[config.mk]
export PLATFORM = sky130hd
export DESIGN_NAME = i2s_rx
export DESIGN_NICKNAME = d
export VERILOG_FILES = /design/src/rtl/i2s_rx.sv
export SDC_FILE = /design/constraint.sdc
export NUM_CORES = 1
export LEC_CHECK = 0
export CORE_MARGIN = 5
export CORE_UTILIZATION = 50
export DETAILED_ROUTE_END_ITERATION = 16
export DONT_BUFFER_PORTS = 1
export PLACE_DENSITY = 0.77
export SYNTH_ARGS = -nofsm -noshare
export SYNTH_HDL_FRONTEND = slang
export SYNTH_SLANG_ARGS = --single-unit
[constraint.sdc]
create_clock -name clk -period 2.9 [get_ports clk]
set_input_delay 0.29 -clock clk [delete_from_list [all_inputs] [get_ports clk]]
set_output_delay 0.29 -clock clk [all_outputs]
set_load 0.05 [all_outputs]
[src/rtl/i2s_rx.sv]
// I2S receiver: oversamples SCK/WS/SD on clk, captures one channel's MSB-first word and
// presents it as a single-cycle pcm_ready_o strobe; truncated slots raise short_frame_o.
module i2s_rx #(
  parameter int unsigned SAMPLE_WIDTH = 16,
  parameter int unsigned SLOT_WIDTH   = 32,
  parameter bit          CHANNEL      = 1'b0
) (
  input  logic                    clk,
  input  logic                    rst_n,
  input  logic                    enable_i,
  input  logic                    i2s_sck_i,
  input  logic                    i2s_ws_i,
  input  logic                    i2s_sd_i,
  output logic [SAMPLE_WIDTH-1:0] pcm_o,
  output logic                    pcm_ready_o,
  output logic                    short_frame_o
);

  localparam int unsigned CntW = $clog2(SLOT_WIDTH + 1);

  typedef enum logic [1:0] {StIdle, StAlign, StShift, StWaitEnd} state_e;

  // [0],[1]: two-flop synchronizer; [2]: delayed copy for edge detection
  logic [2:0] sck_q, ws_q, sd_q;

  logic sck_rise, ws_smp, sd_smp;
  logic ws_prev_q;
  logic [1:0] arm_q;
  logic ws_trans, ws_match;

  state_e                  state_q, state_d;
  logic [SAMPLE_WIDTH-1:0] shift_q, shift_d, shift_nxt;
  logic [SAMPLE_WIDTH-1:0] pcm_q, pcm_d;
  logic [CntW-1:0]         cnt_q, cnt_d, cnt_inc;
  logic                    rdy_q, rdy_d;
  logic                    sf_q, sf_d;

  always_ff @(posedge clk or negedge rst_n) begin
    if (!rst_n) begin
      sck_q <= '0;
      ws_q  <= '0;
      sd_q  <= '0;
    end else begin
      sck_q <= {sck_q[1:0], i2s_sck_i};
      ws_q  <= {ws_q[1:0], i2s_ws_i};
      sd_q  <= {sd_q[1:0], i2s_sd_i};
    end
  end

  // WS/SD are taken from the delayed stage: the value held just before SCK went high.
  assign sck_rise = sck_q[1] & ~sck_q[2];
  assign ws_smp   = ws_q[2];
  assign sd_smp   = sd_q[2];

  // The first two SCK rises after reset only prime ws_prev, so a stale reset value
  // can never masquerade as a slot boundary.
  always_ff @(posedge clk or negedge rst_n) begin
    if (!rst_n) begin
      ws_prev_q <= 1'b0;
      arm_q     <= '0;
    end else if (sck_rise) begin
      ws_prev_q <= ws_smp;
      arm_q     <= {arm_q[0], 1'b1};
    end
  end

  assign ws_trans = sck_rise & arm_q[1] & (ws_smp != ws_prev_q);
  assign ws_match = ws_trans & (ws_smp == CHANNEL);

  assign shift_nxt = (shift_q << 1) | SAMPLE_WIDTH'(sd_smp);
  assign cnt_inc   = (cnt_q == CntW'(SLOT_WIDTH)) ? cnt_q : cnt_q + CntW'(1);

  always_comb begin
    state_d = state_q;
    shift_d = shift_q;
    pcm_d   = pcm_q;
    cnt_d   = cnt_q;
    rdy_d   = 1'b0;
    sf_d    = 1'b0;

    if (!enable_i) begin
      state_d = StIdle;
      cnt_d   = '0;
    end else begin
      case (state_q)
        StIdle, StWaitEnd: begin
          if (ws_match) begin
            state_d = StAlign;
            cnt_d   = '0;
          end else if (sck_rise && state_q == StWaitEnd) begin
            // Trailing slot bits are counted but otherwise ignored
            cnt_d = cnt_inc;
          end
        end

        StAlign: begin
          if (ws_trans) begin
            state_d = StIdle;
            cnt_d   = '0;
          end else if (sck_rise) begin
            shift_d = SAMPLE_WIDTH'(sd_smp);
            cnt_d   = CntW'(1);
            if (SAMPLE_WIDTH == 1) begin
              pcm_d   = SAMPLE_WIDTH'(sd_smp);
              rdy_d   = 1'b1;
              state_d = StWaitEnd;
            end else begin
              state_d = StShift;
            end
          end
        end

        StShift: begin
          if (ws_trans) begin
            // Slot ended early: drop the partial word, then treat this edge as a fresh boundary
            sf_d    = 1'b1;
            cnt_d   = '0;
            state_d = ws_match ? StAlign : StIdle;
          end else if (sck_rise) begin
            shift_d = shift_nxt;
            cnt_d   = cnt_q + CntW'(1);
            if (cnt_q == CntW'(SAMPLE_WIDTH - 1)) begin
              pcm_d   = shift_nxt;
              rdy_d   = 1'b1;
              state_d = StWaitEnd;
            end
          end
        end

        default: state_d = StIdle;
      endcase
    end
  end

  always_ff @(posedge clk or negedge rst_n) begin
    if (!rst_n) begin
      state_q <= StIdle;
      shift_q <= '0;
      pcm_q   <= '0;
      cnt_q   <= '0;
      rdy_q   <= 1'b0;
      sf_q    <= 1'b0;
    end else begin
      state_q <= state_d;
      shift_q <= shift_d;
      pcm_q   <= pcm_d;
      cnt_q   <= cnt_d;
      rdy_q   <= rdy_d;
      sf_q    <= sf_d;
    end
  end

  assign pcm_o         = pcm_q;
  assign pcm_ready_o   = rdy_q;
  assign short_frame_o = sf_q;

endmodule

==> impl_results.md <==
* Synth top area share at 0.593
* Number of antenna violations at the first check in global routing at 0
* Max IR drop VDD at 0.000393 V
* LEAKAGE at 1.12 nW
* Vias/cell at 5.79
* Clk buf depth at 2
* Clock Sinks at 53
* RePlAce Congestion at 0.835
* Initial drt markers at 177
* Latest clock arrival within the worst-skew pair at 0.29 ns
* # setup viols final at 0
* Starting Density at 0.514
* Synthesized cell area at 2240 µm²
* Register area share after synthesis at 0.593
* Critical Path RT at 3.07 ns
* Post-Route WL at 3980 µm
* # IOs at 24
* Yosys reg bits at 53
* Syn_nets at 180
* Grt total ovfl at 0
* Share of layout cells above drive strength 1 at 0.195
* Worst setup path start: cnt_q[0]
* Critical Path Source Type: flip-flop
* Sequential group share of total power at 0.531
* Final hold violations at 0
* Worst setup path class: reg -> reg
* Worst slew margin at 0.558
* Least-Margin Pin Slew at 0.663 ns
* Die Width at 76.9 µm
* Die height at 76.9 µm
* TritonCTS clock tree: done
* GRT Util Overall at 0.137
* Library cells used by synthesis at 39
* Cell Pwr Density at 635 nW/µm²
* Clock Power Share at 0.303
* Internal power at 0.00114 W
* Worst R2R End: pcm_o[2]
* CP Max Fanout at 17
* Final period utilization at 0.793
* Crit-path slowest cell: nor2b_4
* Compound-Gate Fraction of Synth Area at 0.133
* RSZ-0062 raised after global routing: no
* Fin crit period at 2.30 ns
* Comb power frac at 0.167
* CP cell instances: ha_1, nand3_1, or3_2, nor2b_4, mux2_2
* Slowest cell delay on critical path at 0.51 ns
* Post-place setup slack at 0.633 ns
* Synth Area in Adders at 0.0336
* Max-slew violations at 0
* Max cap viols at 0
* Routed len/inst at 17.6 µm
* Nature of the critical path endpoint: flip-flop
* Setup ws final at 0.600 ns
* CTS root buffer: clkbuf_8
* Die area at 5910 µm²
* Via total after detailed routing at 1309
* Clk slew on worst S/H paths at 0.08 ns
* Mapped Cells at 168
* CORE AREA at 4350 µm²
* TNS Setup at 0 ns
* Reg-to-Reg Start: cnt_q[0]
* Status: finished, final reports clean
* Reg-to-reg slack, setup at 0.60 ns
* Final net count at 186
* Area contributors post-synth: dfrtp_1, mux2_4, a22o_1, mux2_2, ha_1
* Num rows at 24
* Post-DP Area at 2260 µm²
* Final ANT Viol Nets at 0
* Synth area leader: dfrtp_1
* Worst path bufs/invs at 0
* Drt pass-1 iters at 4
* N_diodes at 0
* Vias in the first global route at 1350
* Worst Skew at 0.0121 ns
* Highest clock rate at 435 MHz
* Commonest non-fill, non-tap cell in the layout: dfrtp_1
* Ys Warns at 0
* Post-synthesis xor/xnor area fraction at 0.00391
* Main combinational cell family by area after synthesis: compound AO/OA/AOI/OAI gates
* R2R cell count at 5
* CP Depth at 5
* Simple-Gate Fraction of Synth Area at 0.0845
* Pwr Total at 0.00154 W
* Worst Hold Class: in -> reg
* WP data arrival at 2.47 ns
* Post-CTS setup buffers at 0
* Most frequent cells in the layout: dfrtp_1, a22o_1, nand2_1
* Mean post-synth cell area at 13.3 µm²
* Sw Pwr at 0.000398 W
* Area Growth Syn to Fin at 8.22%
* Switching share of power at 0.259
* H-tree levels at 2
* DP HPWL at 2750 µm
* I/O Buffers at 0
* First-pass GRT wire length at 6630 µm
* Multiplexer share of the synthesized area at 0.110
* Largest net degree at the start of global routing at 54
* Delay-heaviest family, CP: simple AND/OR/NAND/NOR gates
* DRC Markers at 0
* TritonCTS Buffers at 5
* CP endpoint: pcm_o[2]
* Design Area, Final at 2420 µm²
registers in the layout, summed over array words and instances (netlist names):
register and cells:
pcm_ready_o 1, short_frame_o 1, pcm_o 16, shift_q 15
cnt_q 6, state_q 2, sck_q 3, arm_q 2
ws_q 3, ws_prev_q 1, sd_q 3
final cells by class:
type                            count  area [µm²]
Clock buffer                        5        68.8
Clock inverter                      2        35.0
Fill cell                         338        1930
Inverter                           10        37.5
Multi-Input combinational cell     98         816
Sequential cell                    53        1330
Tap cell                           52        65.1
Timing Repair Buffer                6        72.6
cell families after synthesis:
kind of cell,Yosys count
adders and majority gates,6
DFF,53
muxes,19
AOI/OAI and AO/OA,39
buffers and inverters,17
xor gates and xnor gates,1
and+or+nand+nor,33
worst register-to-register path: stages (launching register included):
cell and delay [ns]:
dfrtp_1 0.42, ha_1 0.22, nand3_1 0.13, or3_2 0.49
nor2b_4 0.51, mux2_2 0.42
metal layers:
metal / part of all wire / vias up / GRT usage
met2: 0.50 / 30 / 0.229
li1: - / 608 / -
met5: 0 / - / 0
met1: 0.44 / 665 / 0.173
met4: 0.0068 / 0 / 0.0402
met3: 0.050 / 6 / 0.0386
timing repair:
| item | in CTS | in global routing |
|---|---|---|
| hold buffers | 2 | 2 |
| endpoints found under the hold margin | 53 | 2 |
| gates resized for setup | 0 | 0 |
Yosys cell counts (all sizes together):
master / instances
nand3: 5
nor2b: 2
o22ai: 3
o211ai: 1
a31oi: 1
o221ai: 1
inv: 10
nand3b: 1
nor3b: 1
or3: 1
nand2b: 2
a22oi: 1
dfrtp: 53
xnor2: 1
nand2: 13
clkbuf: 4
a31o: 4
and2: 1
and2b: 1
a21oi: 6
mux2: 17
o311a: 1
buf: 3
or4b: 1
nand4: 1
ha: 6
a21boi: 1
o32ai: 1
o21ai: 2
nor3: 1
or2: 1
a22o: 14
o31ai: 1
o2111ai: 2
nor2: 2
mux2i: 2
stage by stage:
stage / hold slack (ns) / cells / utilization
floorplan: -0.00559 / 168 / -
global placement: -0.00417 / 215 / 0.519
detailed placement: -0.00351 / 215 / 0.519
CTS: 0.00628 / 224 / 0.551
global route: 0.00115 / 226 / 0.556
finish: 0.0242 / 226 / 0.556
power groups by stage:
stage | clock [W] | combinational (W) | sequential, W
after floorplan | 0 | 0.000189 | 0.000819
after global placement | 0 | 0.000213 | 0.000825
after detailed placement | 0 | 0.000229 | 0.000829
after CTS | 0.000480 | 0.000251 | 0.000814
after global routing | 0.000515 | 0.000283 | 0.000820
final | 0.000465 | 0.000256 | 0.000815
worst min path at each step:
stage,startpoint,end,slack [ns],cells after the start
6_report,i2s_sd_i,sd_q[0],0.02,0
5_1_grt,i2s_sd_i,sd_q[0],0.001,0
4_1_cts,i2s_ws_i,ws_q[0],0.006,0
3_5_place_dp,rst_n,state_q[0],-0.004,0
3_3_place_gp,rst_n,state_q[1],-0.004,0
2_1_floorplan,rst_n,arm_q[0],-0.006,0
(Power assumes the default switching activity.)
